### src/rtl/alu_mc_pkg.sv
// alu_mc_pkg: op codes, FSM states and flag bundle
// shared by the multi-cycle ALU and its multiplier.
package alu_mc_pkg;

    typedef enum logic [3:0] {
        OP_ADD  = 4'b0000,
        OP_SUB  = 4'b0001,
        OP_NOT  = 4'b0010,
        OP_AND  = 4'b0011,
        OP_OR   = 4'b0100,
        OP_XOR  = 4'b0101,
        OP_LESS = 4'b0110,
        OP_EQ   = 4'b0111,
        OP_MUL  = 4'b1000
    } op_e;

    typedef enum logic [1:0] {
        ST_IDLE = 2'd0,
        ST_BUSY = 2'd1,
        ST_DONE = 2'd2
    } state_e;

    typedef struct packed {
        logic zero;
        logic over;
        logic cout;
        logic less;
    } flags_t;

endpackage

### src/rtl/alu_mul_seq.sv
// alu_mul_seq: iterative unsigned shift-add multiplier.
// One partial product per cycle; done marks the last one.
module alu_mul_seq #(
    parameter int WIDTH = 8
) (
    input  logic               clk,
    input  logic               rst_n,
    input  logic               start,
    input  logic [WIDTH-1:0]   a,
    input  logic [WIDTH-1:0]   b,
    output logic               done,
    output logic [2*WIDTH-1:0] prod
);

    localparam int CW = $clog2(WIDTH);

    logic               active;
    logic [CW-1:0]      cnt;
    logic [2*WIDTH-1:0] mcand;
    logic [2*WIDTH-1:0] acc;
    logic [2*WIDTH-1:0] acc_nx;
    logic [WIDTH-1:0]   mplier;

    assign acc_nx = acc + (mplier[0] ? mcand : '0);
    assign done   = active && (cnt == CW'(WIDTH - 1));
    assign prod   = acc_nx;

    // load operands on start, then one shift-add step per cycle
    always_ff @(posedge clk or negedge rst_n) begin
        if (!rst_n) begin
            active <= 1'b0;
            cnt    <= '0;
            mcand  <= '0;
            acc    <= '0;
            mplier <= '0;
        end else if (start) begin
            active <= 1'b1;
            cnt    <= '0;
            mcand  <= {{WIDTH{1'b0}}, a};
            acc    <= '0;
            mplier <= b;
        end else if (active) begin
            acc    <= acc_nx;
            mcand  <= mcand << 1;
            mplier <= mplier >> 1;
            cnt    <= cnt + 1'b1;
            if (done) active <= 1'b0;
        end
    end

endmodule

### src/rtl/alu_mc.sv
// alu_mc: valid/ready ALU, 1-cycle ops, WIDTH-cycle MUL.
// MUL exists only when ALU_MC_MUL_EN is defined.
module alu_mc
    import alu_mc_pkg::*;
#(
    parameter int WIDTH = 8
) (
    input  logic             clk,
    input  logic             rst_n,
    input  logic             in_valid,
    output logic             in_ready,
    input  logic [WIDTH-1:0] a,
    input  logic [WIDTH-1:0] b,
    input  logic [3:0]       op,
    output logic             out_valid,
    input  logic             out_ready,
    output logic [WIDTH-1:0] result,
    output logic             zero_f,
    output logic             over_f,
    output logic             cout_f,
    output logic             less,
    output logic             busy
);

    state_e             state;
    state_e             state_nx;
    op_e                opc;
    logic               accept;
    logic               is_mul;
    logic               mul_done;
    logic [2*WIDTH-1:0] mul_prod;
    logic [WIDTH-1:0]   res_q;
    logic [WIDTH-1:0]   res_c;
    flags_t             flg_q;
    flags_t             flg_c;
    flags_t             mul_flg;
    logic               legal;
    logic               sub;
    logic [WIDTH-1:0]   xb;
    logic [WIDTH:0]     sum;
    logic               ovf;
    logic               lt;

    assign opc = op_e'(op);

`ifdef ALU_MC_MUL_EN
    assign is_mul = (opc == OP_MUL);
    assign busy   = (state == ST_BUSY);

    alu_mul_seq #(.WIDTH(WIDTH)) u_mul (
        .clk   (clk),
        .rst_n (rst_n),
        .start (accept && is_mul),
        .a     (a),
        .b     (b),
        .done  (mul_done),
        .prod  (mul_prod)
    );
`else
    assign is_mul   = 1'b0;
    assign busy     = 1'b0;
    assign mul_done = 1'b0;
    assign mul_prod = '0;
`endif

    assign in_ready  = (state == ST_IDLE)
                     || (state == ST_DONE && out_ready);
    assign accept    = in_valid && in_ready;
    assign out_valid = (state == ST_DONE);

    assign result = res_q;
    assign zero_f = flg_q.zero;
    assign over_f = flg_q.over;
    assign cout_f = flg_q.cout;
    assign less   = flg_q.less;

    // shared adder: SUB and LESS use a + ~b + 1
    assign sub = (opc == OP_SUB) || (opc == OP_LESS);
    assign xb  = b ^ {WIDTH{sub}};
    assign sum = {1'b0, a} + {1'b0, xb}
               + {{WIDTH{1'b0}}, sub};
    assign ovf = (a[WIDTH-1] == xb[WIDTH-1])
              && (a[WIDTH-1] != sum[WIDTH-1]);
    assign lt  = sum[WIDTH-1] ^ ovf;

    // single-cycle result and flags for the current op
    always_comb begin
        res_c = '0;
        flg_c = '0;
        legal = 1'b1;
        case (opc)
            OP_ADD, OP_SUB: begin
                res_c      = sum[WIDTH-1:0];
                flg_c.cout = sum[WIDTH];
                flg_c.over = ovf;
            end
            OP_NOT:  res_c = ~a;
            OP_AND:  res_c = a & b;
            OP_OR:   res_c = a | b;
            OP_XOR:  res_c = a ^ b;
            OP_LESS: begin
                res_c      = {{(WIDTH-1){1'b0}}, lt};
                flg_c.less = lt;
            end
            OP_EQ:   res_c = {{(WIDTH-1){1'b0}}, a == b};
            default: legal = 1'b0;
        endcase
        flg_c.zero = legal && (res_c == '0);
    end

    // flags for a finished product
    always_comb begin
        mul_flg      = '0;
        mul_flg.zero = (mul_prod[WIDTH-1:0] == '0);
        mul_flg.over = |mul_prod[2*WIDTH-1:WIDTH];
        mul_flg.cout = |mul_prod[2*WIDTH-1:WIDTH];
    end

    // state register
    always_ff @(posedge clk or negedge rst_n) begin
        if (!rst_n) state <= ST_IDLE;
        else        state <= state_nx;
    end

    // next state
    always_comb begin
        state_nx = state;
        unique case (state)
            ST_IDLE: begin
                if (accept)
                    state_nx = is_mul ? ST_BUSY : ST_DONE;
            end
            ST_BUSY: begin
                if (mul_done) state_nx = ST_DONE;
            end
            ST_DONE: begin
                if (accept)
                    state_nx = is_mul ? ST_BUSY : ST_DONE;
                else if (out_ready)
                    state_nx = ST_IDLE;
            end
            default: state_nx = ST_IDLE;
        endcase
    end

    // result/flag registers, held until the next load
    always_ff @(posedge clk or negedge rst_n) begin
        if (!rst_n) begin
            res_q <= '0;
            flg_q <= '0;
        end else if (accept && !is_mul) begin
            res_q <= res_c;
            flg_q <= flg_c;
        end else if (mul_done) begin
            res_q <= mul_prod[WIDTH-1:0];
            flg_q <= mul_flg;
        end
    end

endmodule

### config.mk
export PLATFORM = sky130hd
export DESIGN_NAME = alu_mc
export DESIGN_NICKNAME = d
export VERILOG_FILES = /design/src/rtl/alu_mc_pkg.sv /design/src/rtl/alu_mul_seq.sv /design/src/rtl/alu_mc.sv
export SDC_FILE = /design/constraint.sdc
export NUM_CORES = 1
export LEC_CHECK = 0
export CAP_MARGIN = 0
export CORE_MARGIN = 2
export CORE_UTILIZATION = 30
export CTS_BUF_LIST = sky130_fd_sc_hd__clkbuf_4 sky130_fd_sc_hd__clkbuf_8
export CTS_CLUSTER_DIAMETER = 150
export DETAILED_ROUTE_END_ITERATION = 6
export PLACE_DENSITY_LB_ADDON = 0.2
export SLEW_MARGIN = 10
export SYNTH_ARGS = -nofsm -noshare
export SYNTH_HDL_FRONTEND = slang
export SYNTH_SLANG_ARGS = --single-unit
### constraint.sdc
create_clock -name clk -period 2.01 [get_ports clk]
set_input_delay 0.402 -clock clk [delete_from_list [all_inputs] [get_ports clk]]
set_output_delay 0.402 -clock clk [all_outputs]
set_load 0.05 [all_outputs]
==> results of run 1 <==
metal layers:
layer	GRT usage, %	up-vias	wire length, µm
li1	-	892	-
met1	21.04	775	2203
met2	28.55	34	2332
met3	2.273	8	138
met4	2.982	0	87
met5	0	-	0
power by group through the flow:
stage	clock (µW)	sequential, µW	combinational, µW
after floorplan	0	419	311
after global placement	0	313	697
after CTS	254	309	732
after global routing	267	312	859
after detailed placement	0	313	702
final	249	308	790
cell type report:
class / count / area (µm²)
inverters: 19 / 71.32
clock buffers: 4 / 48.80
flip-flops and latches: 13 / 325.3
well taps: 72 / 90.09
repair buffers: 91 / 787.0
fillers: 516 / 2743
multi-input cells: 161 / 1374
flip-flops by register name, indices dropped and copies added (netlist names):
name and flops:
cout_f 1, less 1, over_f 1, result 8
state 1, zero_f 1
cells in the final DEF (no fill, tap or decap), drive strengths merged, types with 10 or more instances in the layout:
cell           count
ha                25
o21ai             10
xnor2             10
dfrtp             13
a21oi             25
nand2             12
inv               19
nor2              20
clkdlybuf4s50     32
buf               58
final timing paths:
path,start,to,slack [ns]
setup / recovery,op[1],zero_f$_DFFE_PN0P_,-0.81
hold / removal,result[2]$_DFFE_PN0P_,result[2]$_DFFE_PN0P_,0.48
setup reg to reg,state[1]$_DFFE_PN0P_,zero_f$_DFFE_PN0P_,0.62
hold reg to reg,result[2]$_DFFE_PN0P_,result[2]$_DFFE_PN0P_,0.48
max in group asynchronous,rst_n,result[3]$_DFFE_PN0P_,1.10
min in group asynchronous,rst_n,result[1]$_DFFE_PN0P_,0.53
stage by stage:
step	total power, µW	setup slack, ns	utilization (%)	cells	TNS (ns)
2_1_floorplan	729.9	-1.032	-	203	-8.503
3_3_place_gp	1010	-1.419	45.43	350	-14.54
3_5_place_dp	1015	-1.490	45.43	350	-15.03
4_1_cts	1295	-0.8797	47.39	357	-7.136
5_1_grt	1438	-0.9588	49.57	360	-8.449
6_report	1348	-0.8144	49.57	360	-7.046
cells by family (layout without fill, tap and decap cells):
| logic type | after synthesis | in the layout | synth area share (%) |
|---|---|---|---|
| AND/OR/NAND/NOR | 56 | 56 | 17.52 |
| other | 1 | 1 | 0.2235 |
| XOR/XNOR | 12 | 12 | 6.264 |
| buffers and inverters | 29 | 114 | 8.874 |
| multiplexers | 6 | 6 | 3.803 |
| flip-flops | 13 | 13 | 19.39 |
| AO/OA/AOI/OAI | 60 | 60 | 24.09 |
| adder cells (fa/ha/maj) | 26 | 26 | 19.84 |
critical path, cell delays in order:
cell and delay [ns]:
buf_6 0.09, or3b_4 0.40, a21oi_4 0.20, buf_4 0.17, xnor2_1 0.12, ha_1 0.28, o21ai_2 0.14, a21oi_2 0.05
o21a_1 0.20, or3_4 0.32, a31o_1 0.25, o41ai_2 0.33
timing repair:
item / 4_1_cts / 5_1_grt
gates resized for setup: 26 / 23
setup buffers: 15 / 4
pin swaps: 17 / 10
endpoints found under the setup margin: 12 / 12
==> impl_results.md, run 1 <==
- Status: finished with violations
- Failing checks: negative setup slack
- Slew Viols, Final: 0
- Syn Inst Count: 203
- Final hold vios: 0
- Global route overflow: 0
- Period minus WS final: 2.824 ns
- HP Class: register to register
- Antenna cells: 0
- CTS Root Cell: clkbuf_8
- DR iter-0 viols: 49
- Worst EP arrival: 2.97 ns
- Share of layout cells above drive strength 1: 36.46%
- Layout area overhead: 60.70%
- Switch Pwr: 530.6 µW
- Initial Util: 30.85%
- Leakage power: 0.001209 µW
- Placer Congestion: 0.9574
- FFs w/ async S/R, synth: 100.0%
- Placed Area: 0.002471 mm²
- Hold path cells: 2
- Vias per cell: 4.747
- Largest net degree at the start of global routing: 31
- Sequential fraction of the synthesis area: 19.39%
- Clock power frac: 18.5%
- Hold WS: 0.4842 ns
- Full die area: 0.006207 mm²
- Avg WL per Cell: 13.23 µm
- Setup WS post-layout: -0.8144 ns
- FMAX: 0.3541 GHz
- Crit end category: register
- H-tree levels: 1
- Num ports: 39
- VDD IR max: 0.2455 mV
- Die width: 78.79 µm
- First-pass GRT wire length: 8066 µm
- Nets: 339
- Clock sinks: 13
- Final setup viols: 12
- Combinational power share: 58.6%
- Post-DRT Antenna Nets: 0
- Top cells by area, synth: dfrtp_1, ha_1, a21oi_1, xnor2_1, nor2_1
- Number of global-route vias before repair: 1,761
- Crit Path Class: input port to register
- Rows: 27
- Post-synth net total: 253
- Total GRT Usage: 16.15%
- EDFF count, synth: 0
- Initial antenna violation count: 0
- Worst-Margin Slew: 0.5887 ns
- CTS tree: done
- Max Clock Skew: 0.0008622 ns
- 1st-pass router iterations: 4
- Chip height: 78.79 µm
- Biggest area consumer among synthesized cells: dfrtp_1
- Ys flop type: dfrtp_1
- DRC: 0
- Via count: 1,709
- Synthesized area: 0.001678 mm²
- Mapped Avg Cell Area: 8.265 µm²
- Max cap viols: 0
- Ys Warns: 0
- Clk pin slew, worst setup/hold paths: 0.05 ns
- Yosys cell types: 54
- Top-area cell type share of the netlist area: 19.39%
- RSZ-0062 raised after global routing: true
- Core area: 0.005439 mm²
- Final Cell Area: 0.002696 mm²
- Synth Register Bits: 13
- CP required: 2.15 ns
- Switching Fraction: 39.37%
- Cts hold-fix bufs: 0
- Pint: 817.2 µW
- Post-synth top cells: ha_1, a21oi_1, nor2_1
- Share of power burned in registers: 22.9%
- Pwr per Cell Area: 499.9 mW/mm²
- Inserted Clock Buffers: 3
- Reg2reg path depth: 5
- CP Launch Type: input port
- Fin crit share: 140.5%
- Dpl hpwl: 3856 µm
- Slew headroom: 60.63%
- Most common cell in the netlist: ha_1
- Clock Latency Late Sink: 0.24 ns
- Buffers on Ports: 37
- CTS Buffer Depth: 2
- Total wire length: 4761 µm
- CP max FO: 3
(Power assumes the default switching activity.)
==> run 2, diff against run 1 <==
--- a/config.mk
+++ b/config.mk
@@ -11,7 +11,9 @@
 export CTS_BUF_LIST = sky130_fd_sc_hd__clkbuf_4 sky130_fd_sc_hd__clkbuf_8
 export CTS_CLUSTER_DIAMETER = 150
 export DETAILED_ROUTE_END_ITERATION = 6
+export HOLD_SLACK_MARGIN = 0.1
 export PLACE_DENSITY_LB_ADDON = 0.2
+export SETUP_SLACK_MARGIN = 0.2
 export SLEW_MARGIN = 10
 export SYNTH_ARGS = -nofsm -noshare
 export SYNTH_HDL_FRONTEND = slang
==> run 2 against run 1 <==
Effect of this change: the flow still finishes with violations (negative setup slack); sequential power about the same; core utilization rose by 0.18 points; via count fell by 0.41%; clock skew about the same; non-clock buffer count rose by 1; global-route usage barely moved; count of clock-buffer cells in the layout did not move; first-iteration DRC count increased by 41%; fmax decreased by 1.4%; combinational power is 2% lower; total power is 1.1% lower; critical path type unchanged.
==> impl_results.md, run 2 (synthesis results as in run 1) <==
- Max Clock Skew: 0.001346 ns (was 0.0008622 ns)
- Placed Area: 0.002471 mm² (unchanged)
- Chip height: 78.79 µm (unchanged)
- Avg WL per Cell: 13.48 µm (was 13.23 µm)
- Via count: 1,702 (was 1,709)
- Hold path cells: 2 (unchanged)
- Dpl hpwl: 3856 µm (unchanged)
- Max reg flops: 8 (unchanged)
- Share of layout cells above drive strength 1: 34.60% (was 36.46%)
- Global route overflow: 0 (unchanged)
- Reg2reg setup slack: 0.58 ns (was 0.62 ns)
- H-tree levels: 1 (unchanged)
- Failing checks: negative setup slack (unchanged)
- Layout area overhead: 61.30% (was 60.70%)
- Met1 Use GR: 20.97% (was 21.04%)
- CP max FO: 3 (unchanged)
- DR iter-0 viols: 69 (was 49)
- Nets: 340 (was 339)
- Core area: 0.005439 mm² (unchanged)
- VDD IR max: 0.2529 mV (was 0.2455 mV)
- Most frequent cells in the layout: buf_4, ha_1, inv_1, nor2_1, clkdlybuf4s50_1 (was buf_4, clkdlybuf4s50_1, ha_1)
- Vias per cell: 4.715 (was 4.747)
- CP most frequent cell: buf_6
- Clk pin slew, worst setup/hold paths: 0.06 ns (was 0.05 ns)
- Buffers on Ports: 37 (unchanged)
- Crit Path Class: input port to register (unchanged)
- CP Launch Type: input port (unchanged)
- Crit path largest cell delay: 0.40 ns (about the same)
- Pwr per Cell Area: 492.4 mW/mm² (was 499.9 mW/mm²)
- Post-DRT Antenna Nets: 0 (unchanged)
- Crit-path cells: buf_6 -> or3b_4 -> a21oi_4 -> buf_6 -> xnor2_2 -> ha_1 -> buf_4 -> nand4_1 -> nand2_1 -> or3_4 -> a31oi_4 -> nand4b_1 -> o41ai_2 (was buf_6 -> or3b_4 -> a21oi_4 -> buf_4 -> xnor2_1 -> ha_1 -> o21ai_2 -> a21oi_2 -> o21a_1 -> or3_4 -> a31o_1 -> o41ai_2)
- Slew headroom: 60.85% (was 60.63%)
- Cts hold-fix bufs: 0 (unchanged)
- Period minus WS final: 2.864 ns (was 2.824 ns)
- Number of buffers and inverters on the critical path: 3 (was 2)
- HP Class: register to register (unchanged)
- CTS tree: done (unchanged)
- Reg2reg path depth: 5 (unchanged)
- Max cap viols: 0 (unchanged)
- Initial antenna violation count: 0 (unchanged)
- Antenna cells: 0 (unchanged)
- Number of global-route vias before repair: 1,764 (was 1,761)
- Hold WS: 0.4783 ns (was 0.4842 ns)
- Final hold vios: 0 (unchanged)
- Inserted Clock Buffers: 3 (unchanged)
- Slew Viols, Final: 0 (unchanged)
- 1st-pass router iterations: 4 (unchanged)
- RSZ-0062 raised after global routing: true (unchanged)
- Status: finished with violations (unchanged)
- Total GRT Usage: 16.12% (was 16.15%)
- Initial Util: 30.85% (unchanged)
- Family with the most delay on the worst path: simple AND/OR/NAND/NOR gates (was compound AO/OA/AOI/OAI gates)
- Leakage power: 0.001371 µW (was 0.001209 µW)
- CP required: 2.16 ns (was 2.15 ns)
- Grt met2 use: 28.55% (unchanged)
- Clock sinks: 13 (unchanged)
- Largest net degree at the start of global routing: 31 (unchanged)
- Most common cell after layout, fill and taps aside: buf_4 (unchanged)
- Critical path depth in cells: 13 (was 12)
- Setup WS post-layout: -0.8539 ns (was -0.8144 ns)
- Worst EP arrival: 3.01 ns (was 2.97 ns)
- Final setup viols: 12 (unchanged)
- FMAX: 0.3492 GHz (was 0.3541 GHz)
- Final Cell Area: 0.002706 mm² (was 0.002696 mm²)
- Die width: 78.79 µm (unchanged)
- Worst slack at placement: -1.490 ns (unchanged)
- Gr busiest metal: met2 (unchanged)
- Placer Congestion: 0.9574 (unchanged)
- Crit end category: register (unchanged)
- First-pass GRT wire length: 8052 µm (was 8066 µm)
- CTS Buffer Depth: 2 (unchanged)
- M3 GR Usage: 2.273% (unchanged)
- Worst path slowest cell: or3b_4 (unchanged)
- Fin crit share: 142.5% (was 140.5%)
- Clock Latency Late Sink: 0.25 ns (was 0.24 ns)
- CTS Root Cell: clkbuf_8 (unchanged)
- DRC: 0 (unchanged)
- Worst-Margin Slew: 0.5855 ns (was 0.5887 ns)
- Num ports: 39 (unchanged)
- Full die area: 0.006207 mm² (unchanged)
- Total wire length: 4868 µm (was 4761 µm)
- Rows: 27 (unchanged)
==> run 2: cell types whose count changed in the layout (fill, tap and decap cells not counted), sizes merged <==
cell	previous run	this run
dlymetal6s2s	0	11
buf	58	59
clkdlybuf4s50	32	19
dlygate4sd2	1	3
==> run 2: what timing repair did <==
| item | in CTS | in global routing |
|---|---|---|
| resized for setup | 29 | 26 |
| buffers inserted | 4 | 3 |
| setup endpoints to repair | 14 | 23 |
| pin swaps | 17 | 9 |
| cloned | 0 | 0 |
| hold endpoints to repair | 0 | 0 |
==> run 2: layer usage <==
metal  vias to the layer above  share of wire [%]
li1                        891                  -
met1                       765                 45
met2                        42                 50
met3                         4                4.2
met5                         -                  0
met4                         0               0.82
==> run 2: per-stage QoR <==
stage / setup TNS (ns) / util (%) / std cells / power (µW)
floorplan: -8.503 / - / 203 / 729.9
global placement: -14.54 / 45.43 / 350 / 1010
detailed placement: -15.03 / 45.43 / 350 / 1015
CTS: -7.210 / 47.55 / 358 / 1297
global route: -8.822 / 49.76 / 361 / 1419
finish: -7.289 / 49.76 / 361 / 1332
==> run 2: path summary, 6_finish.rpt <==
check | startpoint | endpoint
max | op[1] | zero_f$_DFFE_PN0P_
min | result[2]$_DFFE_PN0P_ | result[2]$_DFFE_PN0P_
max reg2reg | state[1]$_DFFE_PN0P_ | zero_f$_DFFE_PN0P_
min reg2reg | result[2]$_DFFE_PN0P_ | result[2]$_DFFE_PN0P_
max in group asynchronous | rst_n | result[0]$_DFFE_PN0P_
min in group asynchronous | rst_n | result[1]$_DFFE_PN0P_
==> run 2: cell type report <==
type                    count  area (µm²)
fillers                   524        2733
flip-flops and latches     13       325.3
clock buffers               4       48.80
well taps                  72       90.09
multi-input cells         161        1351
inverters                  19       71.32
repair buffers             92       819.5
==> run 2: power breakdown <==
part	total, µW	switching, µW	internal [µW]
Combinational	773	414	359
Sequential	307	14.6	292
Clock	253	98.8	154
Total	1330	528	805
==> run 2: tightest hold or removal path: cells and delay by family, from the launching register on <==
family / cells / cell delay, ns
compound gates: 1 / 0.06
flops: 1 / 0.34
simple gates: 1 / 0.05
